==> src/rtl/sync_gray_ptr.sv <==
// N-stage Gray-pointer synchroniser for the destination clock domain.
// Provides a registered binary copy, a change strobe and Gray-violation tracking.
// Optional build macro SYNC_GRAY_HOLD_EN discards samples that fail the Gray check.
module sync_gray_ptr #(
  parameter int unsigned PTR_WIDTH     = 5,
  parameter int unsigned SYNC_STAGES   = 2,
  parameter int unsigned ERR_CNT_WIDTH = 8
) (
  input  logic                     dst_clk,
  input  logic                     rst,
  input  logic [PTR_WIDTH-1:0]     ptr_gray_in,
  input  logic                     err_clr,
  output logic [PTR_WIDTH-1:0]     ptr_gray_sync,
  output logic [PTR_WIDTH-1:0]     ptr_bin_sync,
  output logic                     ptr_changed,
  output logic                     sync_valid,
  output logic                     gray_err,
  output logic [ERR_CNT_WIDTH-1:0] err_count
);

  if (SYNC_STAGES < 2 || SYNC_STAGES > 4) begin : g_bad_stages
    $error("sync_gray_ptr: SYNC_STAGES must be in 2..4");
  end
  if (PTR_WIDTH < 2 || PTR_WIDTH > 32) begin : g_bad_width
    $error("sync_gray_ptr: PTR_WIDTH must be in 2..32");
  end

  localparam int unsigned WARM_W = $clog2(SYNC_STAGES + 1);

  logic [SYNC_STAGES-1:0][PTR_WIDTH-1:0] r_sync;
  logic [PTR_WIDTH-1:0]                  r_gray;
  logic [PTR_WIDTH-1:0]                  r_bin;
  logic                                  r_changed;
  logic                                  r_valid;
  logic [WARM_W-1:0]                     r_warm;
  logic                                  r_err;
  logic [ERR_CNT_WIDTH-1:0]              r_cnt;

  logic [PTR_WIDTH-1:0] w_last;
  logic [PTR_WIDTH-1:0] w_diff;
  logic [PTR_WIDTH-1:0] w_bin;
  logic                 w_viol;
  logic                 w_accept;

  assign w_last = r_sync[SYNC_STAGES-1];
  assign w_diff = w_last ^ r_gray;

  // Clearing the lowest set bit leaves something only if two or more bits differ.
  assign w_viol = r_valid && ((w_diff & (w_diff - PTR_WIDTH'(1))) != '0);

  always_comb begin
    w_bin = '0;
    for (int unsigned i = 0; i < PTR_WIDTH; i++) begin
      w_bin[i] = ^(w_last >> i);
    end
  end

`ifdef SYNC_GRAY_HOLD_EN
  assign w_accept = !w_viol;
`else
  assign w_accept = 1'b1;
`endif

  always_ff @(posedge dst_clk or posedge rst) begin
    if (rst) begin
      r_sync <= '0;
    end else begin
      r_sync <= {r_sync[SYNC_STAGES-2:0], ptr_gray_in};
    end
  end

  always_ff @(posedge dst_clk or posedge rst) begin
    if (rst) begin
      r_warm  <= '0;
      r_valid <= 1'b0;
    end else begin
      if (r_warm != WARM_W'(SYNC_STAGES)) begin
        r_warm <= r_warm + WARM_W'(1);
      end else begin
        r_valid <= 1'b1;
      end
    end
  end

  always_ff @(posedge dst_clk or posedge rst) begin
    if (rst) begin
      r_gray    <= '0;
      r_bin     <= '0;
      r_changed <= 1'b0;
    end else begin
      if (w_accept) begin
        r_gray <= w_last;
        r_bin  <= w_bin;
      end
      r_changed <= r_valid && (w_diff != '0) && w_accept;
    end
  end

  // A violation in the same cycle as err_clr restarts the count at one.
  always_ff @(posedge dst_clk or posedge rst) begin
    if (rst) begin
      r_err <= 1'b0;
      r_cnt <= '0;
    end else if (w_viol) begin
      r_err <= 1'b1;
      if (err_clr) begin
        r_cnt <= ERR_CNT_WIDTH'(1);
      end else if (r_cnt != '1) begin
        r_cnt <= r_cnt + ERR_CNT_WIDTH'(1);
      end
    end else if (err_clr) begin
      r_err <= 1'b0;
      r_cnt <= '0;
    end
  end

  assign ptr_gray_sync = r_gray;
  assign ptr_bin_sync  = r_bin;
  assign ptr_changed   = r_changed;
  assign sync_valid    = r_valid;
  assign gray_err      = r_err;
  assign err_count     = r_cnt;

endmodule

==> config.mk <==
export PLATFORM = sky130hd
export DESIGN_NAME = sync_gray_ptr
export DESIGN_NICKNAME = d
export VERILOG_FILES = /design/src/rtl/sync_gray_ptr.sv
export SDC_FILE = /design/constraint.sdc
export NUM_CORES = 1
export LEC_CHECK = 0
export ABC_AREA = 1
export CAP_MARGIN = 20
export CORE_MARGIN = 2
export CORE_UTILIZATION = 50
export CTS_CLUSTER_SIZE = 12
export DETAILED_ROUTE_END_ITERATION = 16
export GPL_ROUTABILITY_DRIVEN = 0
export PLACE_DENSITY = 0.86
export SYNTH_ARGS = -nofsm -noshare
export SYNTH_HDL_FRONTEND = slang
export SYNTH_SLANG_ARGS = --single-unit
export TNS_END_PERCENT = 100
==> constraint.sdc <==
create_clock -name dst_clk -period 1.5 [get_ports dst_clk]
set_input_delay 0.225 -clock dst_clk [delete_from_list [all_inputs] [get_ports dst_clk]]
set_output_delay 0.225 -clock dst_clk [all_outputs]
set_load 0.02 [all_outputs]
* After elaboration in Yosys (flattened, before gate mapping)
Index checks and enable logic that the tools add are counted.
Storage, ports and cells: flip-flop bits (word level) 33, output and inout bits 21
Operators by class: add/subtract/negate cells 3, equality and inequality tests 2, muxes and demuxes 6, bitwise gates (word level) 2, reduce and logical (&&, ||, !) cells 12
Operators by type and width (count):
- two-way mux 8 bit | 4
- parity 5 bit | 5
- nonzero test 5 bit | 2
- adder 8 x 1 -> 8 bit (second input constant) | 1
- inequality test 8 bit (second input constant) | 1
- bitwise AND 5 bit | 1
- subtractor 5 x 1 -> 5 bit (second input constant) | 1
- XOR 5 bit | 1
- nonzero test 2 bit | 2
- adder 2 x 1 -> 2 bit (second input constant) | 1
- logical AND 1 bit | 2
- two-way mux 1 bit | 2
- inequality test 2 bit (second input constant) | 1
- AND reduction 2 bit | 1

* Longest topological paths before layout
Gate-level depths: netlist (run 1).
word-level depth 7, depth in mapped cells 11, depth with buffers taken out 11

* Least setup slack after synthesis (run 1)
Ideal clock, no wire load.
kind register to register, start reg r_cnt[0], in the netlist err_count[0], end reg r_cnt[0], in the netlist err_count[0], library setup time 0.125 ns, data arrival time 1.351 ns, slack 0.024 ns, cell stages (with the launch flop) 7, buffers on the path 0, period minus slack after synthesis 1.476 ns, cells stage by stage dfrtp_1 ha_1 and3_1 nand2_1 nand3_4 nand3_1 nand2_1
Between the ends: longest elaborated chain between the ends 4, elaborated cells on any way between the ends 7
RTL lines:
- start: declaration | RTL line 37 | logic [ERR_CNT_WIDTH-1:0] r_cnt;
- start signal: assignment | RTL line 109 | r_cnt <= r_cnt + ERR_CNT_WIDTH'(1);
- adder 8 x 1 -> 8 bit | RTL line 109
- two-way mux 8 bit | RTL line 108 | end else if (r_cnt != '1) begin
- two-way mux 8 bit | RTL line 106 | if (err_clr) begin
- two-way mux 8 bit | RTL line 104 | end else if (w_viol) begin
Several ways; a longest one is shown, not always the timed one. The select of a mux whose other input is x is not followed. A chain may end at the register's enable or synchronous reset.

* Worst setup path after layout (run 1)
start reg r_cnt[0], in the netlist err_count[0], end reg r_cnt[2], in the netlist err_count[2]
Same word-level chain as after synthesis.

==> impl_metrics.csv, run 1 <==
group,metric,value,unit
drt,vias_per_cell,5.07,
cells_and_area,fillers,223,
cells_and_area,utilization,0.665,
cells_and_area,nets,193,
logic_synthesis,yosysTopAreaCell,"dfrtp_1",
worst_setup_path,worstPathMaxFanout,8,
sta,slew_violations,0,
sta,hold_violations,0,
logic_synthesis,synthArstFlopShare,1.00,
worst_setup_path,arrival,1.66,ns
sta,finalSetupViolations,0,
logic_synthesis,synth.top_cells.by_area,"dfrtp_1 57%, nand2_1 11%, inv_1 4.5%",
logic_synthesis,yosysTopAreaCellShare,0.568,
clock_tree,cts_made_buffers,5,
cells_and_area,multiInputGateArea,534,sq um
clock_tree,cts_tree,"done",
worst_setup_path,start_kind,"register",
logic_synthesis,yosysUniqueCellTypes,21,
drt,drc_errors,0,
floorplan,fp.dieW,57.1,microns
placed_design,io_buffers,28,
worst_setup_path,r2r_slack,0.04,ns
pwr,p_total,1.77,mW
global_route,grt.total_usage,0.181,
logic_synthesis,ys_ff_latch,32,
outcome,status,"complete, no violations",
floorplan,die-area,0.00326,sq mm
floorplan,die_h,57.1,microns
logic_synthesis,yosysMostFrequentCell,"nand2_1",
global_route,grt_pass1_vias,970,
sta,fin_setup_tns,0,ns
logic_synthesis,syn_avg_cell_area,9.65,sq um
global_route,antenna_found_initial,0,
worst_setup_path,crit_type,"register to register",
logic_synthesis,synthCells,146,
pwr,seqPwrFrac,0.547,
clock_tree,cts.path.max_buffers,2,
drt,postRouteAntennaNets,0,
floorplan,io_pins,29,
global_route,grt_max_degree,17,
sta,whs,0.223,ns
placed_design,dp_hpwl,2000,microns
logic_synthesis,synth_area,0.00141,sq mm
logic_synthesis,synthesis.nets,156,
sta,fin_crit_sh,0.971,
drt,routed_wl,2680,microns
floorplan,placementRows,19,
cells_and_area,areaGrowthSynthToFinish,28.0,%
sta,relSlewSlack,0.831,
cells_and_area,seq_area,802,sq um
floorplan,initial_core_util,0.520,
cells_and_area,insertedDiodeCount,0,
clock_tree,clkLatencyLatePin,0.33,ns
clock_tree,clk_pin_slew_worst_paths,0.09,ns
pwr,cellLeakagePower,0.962,nW
pwr,p_int,1.24,mW
clock_tree,h-tree-depth,2,
floorplan,core_area,0.00271,sq mm
worst_setup_path,cp_data_required_time,1.71,ns
sta,tightestPinTransition,0.251,ns
clock_tree,cts.sink_count,32,
global_route,grt.overflow.total,0,
drt,wl_per_cell,12.5,microns
job,drv_cap,0,
pwr,p_comb_frac,0.206,
clock_tree,clockRootBuffer,"clkbuf_4",
worst_setup_path,r2r-start,"err_count[0]",
global_route,grt_pass1_wl,4350,microns
cells_and_area,drive_gt1_frac,0.158,
pwr,switching_share,0.297,
sta,rsz0062_at_grt,"yes",
sta,fin_crit,1.46,ns
pwr,power.density,980,mW/mm^2
drt,dr_total_vias,1086,
pwr,p_switching,524,uW
sta,timing.fmax,687,MHz
worst_setup_path,crit_path_end_kind,"register",
min_path,hold_class,"input pin to asynchronous set/reset pin",
logic_synthesis,yosys_most_used_dff,"dfrtp_1",
logic_synthesis,ys_seq_area_frac,0.568,
pwr,clkPwrFrac,0.247,
worst_setup_path,startpoint,"err_count[0]",
clock_tree,post_cts_hold_buffer_count,0,
drt,drtIter0Drc,60,
drt,drt_pass1_iterations,4,
logic_synthesis,yosys-top-cells-count,"41 x nand2_1, 32 x dfrtp_1, 17 x inv_1, 11 x nand3_1, 7 x nor2_1",
logic_synthesis,synth_edf_count,0,
sta,worst_clock_skew,0.0114,ns
logic_synthesis,yosys_warnings,0,
pwr,peakVddDrop,0.892,mV
worst_setup_path,reg2reg_to,"err_count[2]",
worst_setup_path,r2r_cells,6,
## area by class of cell
| type | instances | share of cell area |
|---|---|---|
| inverter | 18 | 0.0375 |
| multi-input combinational | 92 | 0.296 |
| tap | 31 | 0.0215 |
| clock inverter | 1 | 0.00278 |
| sequential | 32 | 0.445 |
| clock buffer | 6 | 0.0229 |
| timing repair buffer | 34 | 0.174 |
## power groups by stage
stage	logic (mW)	registers, mW	clock network [mW]
global route	0.393	0.975	0.483
CTS	0.362	0.967	0.450
floorplan	0.150	1.04	0
detailed placement	0.386	0.987	0
global placement	0.368	0.980	0
finish	0.363	0.966	0.437
## state kept, by name, summed over array words and instances (netlist names)
| signal | count |
|---|---|
| ptr_bin_sync | 5 |
| w_last | 5 |
| err_count | 8 |
| ptr_gray_sync | 4 |
| gray_err | 1 |
| r_sync | 5 |
| sync_valid | 1 |
| r_warm | 2 |
| ptr_changed | 1 |
## critical path, stage by stage, from the launching register on
cell and delay [ns]:
dfrtp_1 0.40, ha_1 0.23, and3_2 0.26, nand2_4 0.11, nand3_4 0.13, nand3_1 0.12
nand2_1 0.09
## per-stage QoR
stage | instance area, sq um | cells | setup slack, ns
final | 1800 | 214 | 0.0440
after global routing | 1800 | 214 | -0.0265
after CTS | 1770 | 213 | 0.00174
after detailed placement | 1740 | 206 | 0.000716
after global placement | 1740 | 206 | 0.102
after floorplan | 1410 | 146 | 0.0243
## kinds of logic (layout without fill, tap and decap cells)
kind of cell	count (synthesis)	count (layout)	share of synthesized area
buffers and inverters	22	59	0.0639
xor gates and xnor gates	11	11	0.0790
and+or+nand+nor	74	74	0.245
adders and majority gates	2	2	0.0178
AOI/OAI and AO/OA	5	5	0.0258
DFF	32	32	0.568
## routing by layer
| metal | wire length (microns) | GRT usage |
|---|---|---|
| met5 | 0 | 0 |
| met4 | 75 | 0.0797 |
| met3 | 141 | 0.0612 |
| met2 | 1420 | 0.304 |
| met1 | 1050 | 0.212 |
## how the worst max path moves through the flow
stage | endpoint | slack [ns] | depth (start not counted)
CTS | gray_err | 0.002 | 1
global placement | err_count[1] | 0.10 | 6
global route | err_count[2] | -0.03 | 6
floorplan | err_count[0] | 0.02 | 6
finish | err_count[2] | 0.04 | 6
detailed placement | err_count[2] | 0.0007 | 6
## cell usage in the layout, fill, tap and decap left out, drive strengths merged
master / instances
o2111ai: 3
buf: 6
dlygate4sd2: 17
o21ai: 2
nand3: 12
or2: 1
nand4: 3
dfrtp: 32
xor2: 8
dlymetal6s2s: 4
clkbuf: 6
xnor2: 3
and3: 1
inv: 17
ha: 2
clkinv: 2
nor2: 10
clkdlybuf4s50: 7
nand2: 47
## timing repair
item	4_1_cts	5_1_grt
buffers inserted	0	1
resized for setup	18	9
endpoints found under the setup margin	18	11
No activity file was read; power rests on OpenSTA's default activity.
==> inputs of run 2 (changes only) <==
--- a/config.mk
+++ b/config.mk
@@ -8,11 +8,12 @@
 export ABC_AREA = 1
 export CAP_MARGIN = 20
 export CORE_MARGIN = 2
-export CORE_UTILIZATION = 50
+export CORE_UTILIZATION = 53
+export CTS_CLUSTER_DIAMETER = 120
 export CTS_CLUSTER_SIZE = 12
 export DETAILED_ROUTE_END_ITERATION = 16
 export GPL_ROUTABILITY_DRIVEN = 0
-export PLACE_DENSITY = 0.86
+export PLACE_DENSITY = 0.9
 export SYNTH_ARGS = -nofsm -noshare
 export SYNTH_HDL_FRONTEND = slang
 export SYNTH_SLANG_ARGS = --single-unit
==> constraint.sdc (replaced) <==
create_clock -name dst_clk -period 1.7 [get_ports dst_clk]
set_input_delay 0.255 -clock dst_clk [delete_from_list [all_inputs] [get_ports dst_clk]]
set_output_delay 0.255 -clock dst_clk [all_outputs]
set_load 0.02 [all_outputs]
==> impl_metrics.csv, run 2 (synthesis results as in run 1) <==
group,metric,value,unit
worst_setup_path,r2r-start,"err_count[0]",
worst_setup_path,path_cells,"clkdlybuf4s50_1",
clock_tree,post_cts_hold_buffer_count,0,
clock_tree,h-tree-depth,2,
drt,drt_pass1_iterations,4,
clock_tree,cts.path.max_buffers,2,
clock_tree,cts_made_buffers,5,
cells_and_area,stdcell_count,211,
worst_setup_path,critPathSlowestCell,"clkdlybuf4s50_1",
pwr,power.density,995,mW/mm^2
drt,routed_wl,2570,microns
pwr,p_switching,473,uW
pwr,p_total,1.82,mW
job,drv_cap,0,
global_route,grt.overflow.total,0,
cells_and_area,drive_gt1_frac,0.133,
sta,hold_violations,0,
min_path,hold_class,"input pin to asynchronous set/reset pin",
drt,dr_total_vias,1071,
pwr,peakVddDrop,0.900,mV
worst_setup_path,cp_top_family,"buffers and inverters",
outcome,status,"complete, no violations",
worst_setup_path,critPathCapture,"err_count[1]",
sta,tightestPinTransition,0.408,ns
sta,fin_setup_tns,0,ns
sta,fin_crit,1.64,ns
sta,fin_crit_sh,0.963,
worst_setup_path,worst-path-stages,1,
clock_tree,clk_pin_slew_worst_paths,0.09,ns
floorplan,fp.dieW,55.6,microns
worst_setup_path,crit_buf_inv,1,
floorplan,core_area,0.00250,sq mm
global_route,grt_max_degree,33,
sta,rsz0062_at_grt,"no",
global_route,antenna_found_initial,0,
worst_setup_path,r2r_slack,0.17,ns
cells_and_area,nets,190,
sta,slew_violations,0,
global_route,grt.total_usage,0.193,
pwr,switching_share,0.260,
worst_setup_path,startpoint,"err_count[1]",
global_route,grt_pass1_wl,4500,microns
placed_design,dp_hpwl,1960,microns
clock_tree,clockRootBuffer,"clkbuf_4",
floorplan,io_pins,29,
drt,drc_errors,0,
pwr,cellLeakagePower,0.963,nW
worst_setup_path,worstPathMaxFanout,4,
cells_and_area,areaGrowthSynthToFinish,29.5,%
global_route,grt_pass1_vias,1065,
worst_setup_path,max_stage_delay,0.64,ns
floorplan,placementRows,18,
cells_and_area,insertedDiodeCount,0,
sta,worst_clock_skew,0.00459,ns
clock_tree,post_cts_buffers,0,
cells_and_area,mostFrequentLayoutCells,"41 x nand2_1, 32 x dfrtp_1, 21 x clkdlybuf4s50_1",
sta,relSlewSlack,0.727,
worst_setup_path,cp_data_required_time,1.44,ns
floorplan,die-area,0.00309,sq mm
clock_tree,clkLatencyLatePin,0.34,ns
cells_and_area,fillers,160,
cells_and_area,utilization,0.730,
cells_and_area,largest_register_ffs,8,
clock_tree,cts.sink_count,32,
worst_setup_path,arrival,1.38,ns
pwr,seqPwrFrac,0.472,
drt,postRouteAntennaNets,0,
worst_setup_path,crit_type,"register to primary output",
worst_setup_path,crit_path_end_kind,"primary output",
worst_setup_path,start_kind,"register",
clock_tree,cts_tree,"done",
worst_setup_path,reg2reg_to,"err_count[2]",
cells_and_area,final_common_cell,"nand2_1",
worst_setup_path,r2r_cells,6,
drt,drtIter0Drc,58,
placed_design,io_buffers,28,
floorplan,die_h,55.6,microns
floorplan,initial_core_util,0.564,
pwr,p_int,1.34,mW
sta,timing.fmax,611,MHz
drt,wl_per_cell,12.2,microns
placed_design,dp_cells,203,
sta,finalSetupViolations,0,
pwr,clkPwrFrac,0.355,
drt,vias_per_cell,5.08,
pwr,p_comb_frac,0.173,
## run 2: power groups by stage
stage | Combinational [mW] | Sequential [mW] | Clock (mW)
after CTS | 0.320 | 0.858 | 0.654
after global routing | 0.345 | 0.866 | 0.693
after floorplan | 0.132 | 0.922 | 0
final | 0.315 | 0.857 | 0.644
after detailed placement | 0.323 | 0.875 | 0
after global placement | 0.311 | 0.869 | 0
## run 2: cell type report
class	count	area (sq um)	share of cell area
Timing Repair Buffer	31	305	0.167
Tap cell	30	37.5	0.0206
Sequential cell	32	801	0.439
Clock inverter	1	30.0	0.0165
Clock buffer	7	65.1	0.0357
Multi-Input combinational cell	92	518	0.284
Inverter	18	67.6	0.0370
## run 2: repair_timing
action                     CTS  global route
cloned                       0             0
hold endpoints to repair     0             0
setup endpoints to repair    4             3
gates resized for setup      4             3
## run 2: per-layer routing
metal	vias up	track usage	routed length, microns
met5	-	0	0
met4	0	0.0906	80
met3	12	0.0820	152
met2	30	0.315	1340
met1	512	0.217	1000
li1	517	-	-
## run 2: stage by stage
| stage | hold slack [ns] | cell area [sq um] | setup slack (ns) |
|---|---|---|---|
| 2_1_floorplan | 0.286 | 1410 | 0.224 |
| 3_3_place_gp | 0.333 | 1730 | 0.271 |
| 3_5_place_dp | 0.336 | 1730 | 0.197 |
| 4_1_cts | 0.304 | 1820 | 0.0206 |
| 5_1_grt | 0.331 | 1820 | 0.00739 |
| 6_report | 0.294 | 1820 | 0.0626 |
## run 2: worst min-delay path by stage
stage | cells past startpoint | slack (ns) | to | start
final | 3 | 0.29 | ptr_gray_sync[3] | rst
after global routing | 3 | 0.33 | w_last[0] | rst
after CTS | 3 | 0.30 | ptr_bin_sync[4] | rst
after detailed placement | 0 | 0.34 | w_last[1] | r_sync[1]
after global placement | 0 | 0.33 | w_last[4] | r_sync[4]
after floorplan | 0 | 0.29 | r_sync[0] | ptr_gray_in[0]
==> inputs of run 3 (changes only) <==
--- a/config.mk
+++ b/config.mk
@@ -14,6 +14,7 @@
 export DETAILED_ROUTE_END_ITERATION = 16
 export GPL_ROUTABILITY_DRIVEN = 0
 export PLACE_DENSITY = 0.9
+export SLEW_MARGIN = 25
 export SYNTH_ARGS = -nofsm -noshare
 export SYNTH_HDL_FRONTEND = slang
 export SYNTH_SLANG_ARGS = --single-unit
==> results of run 3 <==
No change in the layout: final DEF, timing and power equal those of run 2.
==> patch: new RTL, config.mk and constraints of run 1 <==
Reset style: synchronous (`rst`), changed in 4 clocked blocks.
--- a/src/rtl/sync_gray_ptr.sv
+++ b/src/rtl/sync_gray_ptr.sv
@@ -63,3 +63,3 @@
 
-  always_ff @(posedge dst_clk or posedge rst) begin
+  always_ff @(posedge dst_clk) begin
     if (rst) begin
@@ -71,3 +71,3 @@
 
-  always_ff @(posedge dst_clk or posedge rst) begin
+  always_ff @(posedge dst_clk) begin
     if (rst) begin
@@ -84,3 +84,3 @@
 
-  always_ff @(posedge dst_clk or posedge rst) begin
+  always_ff @(posedge dst_clk) begin
     if (rst) begin
@@ -99,3 +99,3 @@
   // A violation in the same cycle as err_clr restarts the count at one.
-  always_ff @(posedge dst_clk or posedge rst) begin
+  always_ff @(posedge dst_clk) begin
     if (rst) begin
Formal check against the unedited RTL: differs if rst is asserted again (counterexample within 4 cycles, from zero or initial values and one cycle with rst high); with rst held inactive, the same outputs for 10 cycles.
==> patch against run 1 <==
The flow now finishes with violations (setup timing); wire length up 14%; total power grew 0.77%; synthesized area is 4.6% lower; cell area up 3.5%; setup slack got worse by 45 ps; sequential cell count is the same; worst hold slack improved by 170 ps.
==> patch: results (changes against run 1) <==
stage	metric	value	unit	change
run_status	outcome	finished, violations left		
run_status	failed_checks	setup timing		
timing	tightest_slew	278	ps	+26.7 ps
synth	syn_nets	191		+22%
grt	grtUsageTotal	0.190		+0.00927
final_layout	nNetsFinal	233		+21%
final_layout	drive_gt1_frac	0.223		+0.0647
worst_setup_path	worstPathArrival	1770	ps	+110 ps
grt	grt_pass1_vias	1130		+16%
worst_setup_path	crit_path_start	err_count[1]		
worst_setup_path	r2r_end	err_count[2]		
worst_hold_path	min_path_type	in -> reg		
grt	grt_pass1_wl	4.58	mm	+5.2%
timing	setup_slack	-1.04	ps	-45.0 ps
timing	skew	6.76	ps	-4.62 ps
cts	post_cts_buffers	2		+2
timing	finalSetupViolCount	1		+1
synth	netlist_instances	181		+24%
routing	drt_iter0_drc	56		-6.7%
synth	yosys-top-cells-area	dfxtp_1 48%, nand2_1 9.8%, inv_1 8.4%		
worst_setup_path	slowest_delay	380	ps	-20 ps
routing	wire_per_inst	12.1	um	-3.5%
synth	synth_commonest_cells	35 x nand2_1, 32 x dfxtp_1, 30 x inv_1		
cts	cts_resized	20		+2
synth	ys_async_sr_fraction	0		-1.00
power	p_leak	0.000964	uW	+0.18%
timing	whs	397	ps	+174 ps
synth	seq_area_frac_synth	0.477		-0.0917
-- patch: cell count changes in the layout (fill, tap and decap cells not counted), moves of 9 or more --
| cell | change |
|---|---|
| inv_1 | +13 |
| dfxtp_1 | +26 |
| dfrtp_1 | -31 |
| nand2_1 | -12 |
| a21oi_1 | +9 |
| nor2_1 | +18 |
-- patch: power by group through the flow --
stage          Clock, uW  Sequential, uW  Combinational (uW)
6_report             523             938                 319
5_1_grt              562             946                 349
4_1_cts              540             937                 304
3_5_place_dp           0             959                 305
3_3_place_gp           0             954                 293
2_1_floorplan          0             997                 134
-- patch: kinds of logic (layout without fill, tap and decap cells) --
group	Yosys count	after routing	synth area share
buffers and inverters	37	80	0.107
xor gates and xnor gates	5	5	0.0326
and+or+nand+nor	83	83	0.272
DFF	32	32	0.477
adders and majority gates	2	2	0.0186
AOI/OAI and AO/OA	22	22	0.0931
-- patch: cell type report --
| cell class | instances | area (um^2) |
|---|---|---|
| clock buffer | 7 | 55.1 |
| inverter | 32 | 120 |
| timing repair buffer | 40 | 364 |
| clock inverter | 1 | 7.51 |
| multi-input combinational | 112 | 634 |
| sequential | 32 | 648 |
| fill | 197 | 656 |
| tap | 30 | 37.5 |
-- patch: layer usage --
| layer | share of wire | routed length [um] | track usage | vias to the layer above |
|---|---|---|---|---|
| li1 | - | - | - | 641 |
| met1 | 0.41 | 1250 | 0.196 | 584 |
| met2 | 0.49 | 1500 | 0.323 | 55 |
| met3 | 0.071 | 219 | 0.0767 | 15 |
| met4 | 0.034 | 105 | 0.116 | 0 |
| met5 | 0 | 0 | 0 | - |
-- patch: critical path: cells and delay by family (launching register included) --
family	cells	cell delay, ps
flip-flops	1	380
adder cells (fa/ha/maj)	1	160
AO/OA/AOI/OAI	1	160
AND/OR/NAND/NOR	5	730
